`src/rtl/mem_port_arbiter.sv`:
```
// Two-port (core / debug-loader) memory arbiter with round-robin tie break
// and a per-access ready timeout. All outputs are registered.
//
// state  | meaning
// IDLE   | no access in flight, arbitrating requests
// BUSY_C | core access driven to memory, waiting for mem_ready
// BUSY_D | debug access driven to memory, waiting for mem_ready
module mem_port_arbiter #(
    parameter int ADDR_W   = 32,
    parameter int DATA_W   = 32,
    parameter int MAX_WAIT = 15
) (
    input  logic              clk,
    input  logic              rst,
    input  logic              c_req,
    input  logic              c_we,
    input  logic [ADDR_W-1:0] c_addr,
    input  logic [DATA_W-1:0] c_wdata,
    input  logic              d_req,
    input  logic              d_we,
    input  logic [ADDR_W-1:0] d_addr,
    input  logic [DATA_W-1:0] d_wdata,
    output logic              c_gnt,
    output logic              c_rvalid,
    output logic [DATA_W-1:0] c_rdata,
    output logic              c_err,
    output logic              d_gnt,
    output logic              d_rvalid,
    output logic [DATA_W-1:0] d_rdata,
    output logic              d_err,
    output logic              mem_en,
    output logic              mem_we,
    output logic [ADDR_W-1:0] mem_addr,
    output logic [DATA_W-1:0] mem_wdata,
    input  logic [DATA_W-1:0] mem_rdata,
    input  logic              mem_ready
);

    typedef enum logic [1:0] {
        IDLE   = 2'd0,
        BUSY_C = 2'd1,
        BUSY_D = 2'd2
    } state_t;

    localparam logic [7:0] TMO_CNT = 8'(MAX_WAIT - 1);

    state_t            state_q, state_d;
    logic              last_d_q, last_d_d;   // 1: debug port won the last grant
    logic [7:0]        cnt_q, cnt_d;
    logic              mem_en_q, mem_en_d;
    logic              mem_we_q, mem_we_d;
    logic [ADDR_W-1:0] mem_addr_q, mem_addr_d;
    logic [DATA_W-1:0] mem_wdata_q, mem_wdata_d;
    logic              c_gnt_q, c_gnt_d;
    logic              d_gnt_q, d_gnt_d;
    logic              c_rvalid_q, c_rvalid_d;
    logic              d_rvalid_q, d_rvalid_d;
    logic              c_err_q, c_err_d;
    logic              d_err_q, d_err_d;
    logic [DATA_W-1:0] c_rdata_q, c_rdata_d;
    logic [DATA_W-1:0] d_rdata_q, d_rdata_d;

    logic              start_c, start_d;
    logic [DATA_W-1:0] rdata_n;

    always_comb begin
        state_d     = state_q;
        last_d_d    = last_d_q;
        cnt_d       = cnt_q;
        mem_en_d    = mem_en_q;
        mem_we_d    = mem_we_q;
        mem_addr_d  = mem_addr_q;
        mem_wdata_d = mem_wdata_q;
        c_gnt_d     = 1'b0;
        d_gnt_d     = 1'b0;
        c_rvalid_d  = 1'b0;
        d_rvalid_d  = 1'b0;
        c_err_d     = 1'b0;
        d_err_d     = 1'b0;
        c_rdata_d   = c_rdata_q;
        d_rdata_d   = d_rdata_q;
        start_c     = 1'b0;
        start_d     = 1'b0;
        rdata_n     = '0;

        case (state_q)
            IDLE: begin
                // On a tie the port that did not win last time is served.
                start_c = c_req && (!d_req || last_d_q);
                start_d = d_req && (!c_req || !last_d_q);
                if (start_c) begin
                    state_d     = BUSY_C;
                    last_d_d    = 1'b0;
                    cnt_d       = '0;
                    mem_en_d    = 1'b1;
                    mem_we_d    = c_we;
                    mem_addr_d  = c_addr;
                    mem_wdata_d = c_wdata;
                    c_gnt_d     = 1'b1;
                end else if (start_d) begin
                    state_d     = BUSY_D;
                    last_d_d    = 1'b1;
                    cnt_d       = '0;
                    mem_en_d    = 1'b1;
                    mem_we_d    = d_we;
                    mem_addr_d  = d_addr;
                    mem_wdata_d = d_wdata;
                    d_gnt_d     = 1'b1;
                end
            end

            BUSY_C, BUSY_D: begin
                // mem_ready takes priority over a timeout in the same cycle.
                if (mem_ready || (cnt_q == TMO_CNT)) begin
                    state_d  = IDLE;
                    mem_en_d = 1'b0;
                    rdata_n  = (mem_ready && !mem_we_q) ? mem_rdata : '0;
                    if (state_q == BUSY_D) begin
                        d_rvalid_d = 1'b1;
                        d_err_d    = !mem_ready;
                        d_rdata_d  = rdata_n;
                    end else begin
                        c_rvalid_d = 1'b1;
                        c_err_d    = !mem_ready;
                        c_rdata_d  = rdata_n;
                    end
                end else begin
                    cnt_d = cnt_q + 8'd1;
                end
            end

            default: begin
                state_d  = IDLE;
                mem_en_d = 1'b0;
            end
        endcase
    end

    always_ff @(posedge clk) begin
        if (rst) begin
            state_q     <= IDLE;
            last_d_q    <= 1'b1;
            cnt_q       <= '0;
            mem_en_q    <= 1'b0;
            mem_we_q    <= 1'b0;
            mem_addr_q  <= '0;
            mem_wdata_q <= '0;
            c_gnt_q     <= 1'b0;
            d_gnt_q     <= 1'b0;
            c_rvalid_q  <= 1'b0;
            d_rvalid_q  <= 1'b0;
            c_err_q     <= 1'b0;
            d_err_q     <= 1'b0;
            c_rdata_q   <= '0;
            d_rdata_q   <= '0;
        end else begin
            state_q     <= state_d;
            last_d_q    <= last_d_d;
            cnt_q       <= cnt_d;
            mem_en_q    <= mem_en_d;
            mem_we_q    <= mem_we_d;
            mem_addr_q  <= mem_addr_d;
            mem_wdata_q <= mem_wdata_d;
            c_gnt_q     <= c_gnt_d;
            d_gnt_q     <= d_gnt_d;
            c_rvalid_q  <= c_rvalid_d;
            d_rvalid_q  <= d_rvalid_d;
            c_err_q     <= c_err_d;
            d_err_q     <= d_err_d;
            c_rdata_q   <= c_rdata_d;
            d_rdata_q   <= d_rdata_d;
        end
    end

    assign c_gnt     = c_gnt_q;
    assign d_gnt     = d_gnt_q;
    assign c_rvalid  = c_rvalid_q;
    assign d_rvalid  = d_rvalid_q;
    assign c_err     = c_err_q;
    assign d_err     = d_err_q;
    assign c_rdata   = c_rdata_q;
    assign d_rdata   = d_rdata_q;
    assign mem_en    = mem_en_q;
    assign mem_we    = mem_we_q;
    assign mem_addr  = mem_addr_q;
    assign mem_wdata = mem_wdata_q;

endmodule

```
`config.mk`:
```
export PLATFORM = sky130hd
export DESIGN_NAME = mem_port_arbiter
export DESIGN_NICKNAME = d
export VERILOG_FILES = /design/src/rtl/mem_port_arbiter.sv
export SDC_FILE = /design/constraint.sdc
export NUM_CORES = 1
export LEC_CHECK = 0
export CORE_MARGIN = 2
export CORE_UTILIZATION = 40
export CTS_CLUSTER_DIAMETER = 60
export CTS_CLUSTER_SIZE = 14
export DETAILED_ROUTE_END_ITERATION = 12
export GPL_ROUTABILITY_DRIVEN = 0
export PLACE_DENSITY = 0.81
export SLEW_MARGIN = 20
export SYNTH_ARGS = -nofsm -noshare
export SYNTH_HDL_FRONTEND = slang
export SYNTH_SLANG_ARGS = --single-unit
```
`constraint.sdc`:
```
create_clock -name clk -period 2.4 [get_ports clk]
set_clock_uncertainty 0.05 [all_clocks]
set_input_delay 0.36 -clock clk [delete_from_list [all_inputs] [get_ports clk]]
set_output_delay 0.36 -clock clk [all_outputs]
set_load 0.005 [all_outputs]
```
==> summary.txt <==
Routing
  – DR pass1 iterations: 6
  – Wire per inst: 17.5 um
  – DR vias: 5361
  – Final ANT Viol Nets: 0
  – Iteration-0 DRC count of the detailed router: 236
  – Routed vias/inst: 5.27
  – Final wirelength: 17800 um
  – Drt drc: 0

CTS
  – Worst-skew pair later-pin latency: 0.42 ns
  – Setup Fix Bufs, Post-CTS: 0
  – # hold bufs at CTS: 0
  – Clock tree buffer depth: 2
  – Sink Count: 147
  – Htree depth: 4
  – Clock root buffer: clkbuf_16
  – Cts bufs inserted: 17
  – TritonCTS clock tree: done
  – CTS clk-pin slew, worst paths: 0.06 ns
  – CTS resizes: 0

STA
  – # setup viols final: 0
  – Min Tclk post-route: 2.11 ns
  – Setup_tns: 0 ns
  – Max Slew Vio Count: 0
  – Fmax achieved: 473 MHz
  – Fin crit share: 0.881
  – RSZ-0062 raised after global routing: no
  – Worst Tran Pin Value: 0.640 ns
  – Final worst slack: 0.287 ns
  – Final Hold Vio Count: 0
  – Worst slew margin: 0.573

Logic synthesis
  – Yosys reg bits: 147
  – Syn avg cell area: 10.7 um^2
  – Syn_nets: 707
  – Synth Instances: 535
  – Synth cell types: 45
  – Synthesized cell area: 0.00575 mm^2
  – Register area share after synthesis: 0.512
  – YS warnings: 0

Setup path
  – Worst Setup End Kind: flop
  – Crit-path max FO: 8
  – RR Endpoint: cnt_q[4]
  – Worst r2r src: state_q[1]
  – Number of cells on the worst reg-to-reg path: 7
  – R2R Setup Slk: 0.29 ns
  – Kind of critical path: reg2reg
  – CP Launch Type: flop
  – WP data arrival: 2.41 ns
  – Critical Path RT: 2.69 ns

GRT
  – Vias in the first global route: 5290
  – Initial antenna violation count: 0
  – Grt met1 use: 0.253
  – First-pass GRT wire length: 26800 um
  – GRT overflow: 0
  – Met2 usage: 0.405
  – Met3 Track Usage GR: 0.0769
  – Pin count of the biggest net entering global routing: 71
  – All-Layer GR Usage: 0.229
  – Busiest grt layer: met2

Finish
  – Commonest non-fill, non-tap cells in the layout: clkdlybuf4s50_1, dfxtp_1, a211oi_1
  – Nets: 996
  – Layout area overhead: 65.8%
  – Layout cells sized above 1: 0.0669
  – # diodes: 0
  – Commonest non-fill, non-tap cell in the layout: clkdlybuf4s50_1
  – Fillers: 1013

Pwr
  – Power Dens Cells: 740 mW/mm^2
  – Worst vdd ir: 0.511 mV
  – LEAKAGE: 3.78 nW

Placed design
  – Port buffer count: 302
  – DP Worst Slack: 0.172 ns
  – DP Wirelength: 13200 um

Floorplanning
  – # IOs: 303
  – Die X: 124 um
  – Core area: 0.0139 mm^2
  – Die area: 0.0153 mm^2
  – Die Span Y: 124 um
  – Site Rows: 43
  – Initial core utilization: 0.412

Hold path
  – HP Class: in2reg
  – WHS Endpoint: mem_addr[30]
  – Hold path cells: 3
  – Hold Startpoint: rst

Outcome
  – Status: completed

Run
  – Max Cap Viol: 0
layer usage:
layer / part of all wire / vias up
met5: 0 / -
met4: 0.025 / 0
met3: 0.096 / 33
met2: 0.49 / 233
met1: 0.38 / 2518
li1: - / 2577
sequential cells by signal, indices dropped and copies added, names as in the netlist:
name       cells
cnt_q          8
c_gnt          1
c_rvalid       1
d_rvalid       1
d_err          1
c_err          1
state_q        2
mem_wdata     32
mem_addr      32
mem_we         1
mem_en         1
d_gnt          1
d_rdata       32
last_d_q       1
c_rdata       32
worst max-delay path, cell delays in order, from the launching register on:
cell and delay, ns:
dfxtp_1 0.37, inv_1 0.06, ha_1 0.43, buf_4 0.21, nor3b_1 0.20, o211ai_1 0.23, or3_1 0.40, o21ai_0 0.08
layout make-up:
cell class	count	area [um^2]	share of cell area
timing repair buffer	314	3160	0.331
sequential	147	2940	0.309
multi-input combinational	334	2540	0.266
clock buffer	17	425	0.0446
tap	180	225	0.0236
clock inverter	15	204	0.0214
inverter	10	37.5	0.00394
cell usage after synthesis, drive strengths merged:
cell	count	area share
a211o	1	0.0015
a211oi	70	0.091
a21boi	2	0.0026
a21oi	2	0.0017
a221oi	1	0.0015
a22o	64	0.098
a31oi	2	0.0074
a32o	2	0.0035
and2	2	0.0022
and3	1	0.0011
buf	28	0.035
clkbuf	16	0.010
clkinv	1	0.00065
dfxtp	147	0.51
ha	5	0.011
inv	9	0.0059
mux2i	66	0.11
nand2	11	0.0072
nand2b	2	0.0022
nand3	2	0.0017
nand4	1	0.0011
nand4b	1	0.0026
nor2	69	0.045
nor3	4	0.0052
nor3b	1	0.0013
nor4	1	0.0011
nor4b	1	0.0015
o211ai	2	0.0035
o21ai	7	0.0061
o21bai	2	0.0046
o31ai	2	0.0026
o32ai	2	0.0030
or2	1	0.0011
or3	3	0.0041
or3b	1	0.0015
or4	3	0.0039
cell families after synthesis:
group	synth area share
fa+ha+maj	0.0109
flops	0.512
simple gates	0.0829
compound gates	0.227
buf+inv	0.0522
mux	0.115
power by group:
| part | total (W) | switching, W | internal, W |
|---|---|---|---|
| combinational | 0.00146 | 0.000619 | 0.000845 |
| clock | 0.00282 | 0.00107 | 0.00175 |
| sequential | 0.00277 | 0.000116 | 0.00265 |
| total | 0.00705 | 0.00181 | 0.00525 |
how the worst max path moves through the flow:
stage | from | end
finish | state_q[1] | cnt_q[4]
global route | state_q[1] | d_rdata[6]
CTS | state_q[1] | cnt_q[4]
detailed placement | c_req | cnt_q[7]
global placement | c_req | cnt_q[7]
floorplan | state_q[1] | cnt_q[3]
through the flow:
| stage | std cells | cell area [um^2] | total power [W] | hold WS [ns] | utilization |
|---|---|---|---|---|---|
| CTS | 1017 | 9530 | 0.00711 | 0.380 | 0.684 |
| global placement | 985 | 8900 | 0.00424 | 0.404 | 0.639 |
| finish | 1017 | 9530 | 0.00705 | 0.387 | 0.684 |
| global route | 1017 | 9530 | 0.00734 | 0.396 | 0.684 |
| detailed placement | 985 | 8900 | 0.00429 | 0.403 | 0.639 |
| floorplan | 535 | 5750 | 0.00343 | 0.386 | - |
(Power assumes the default switching activity.)
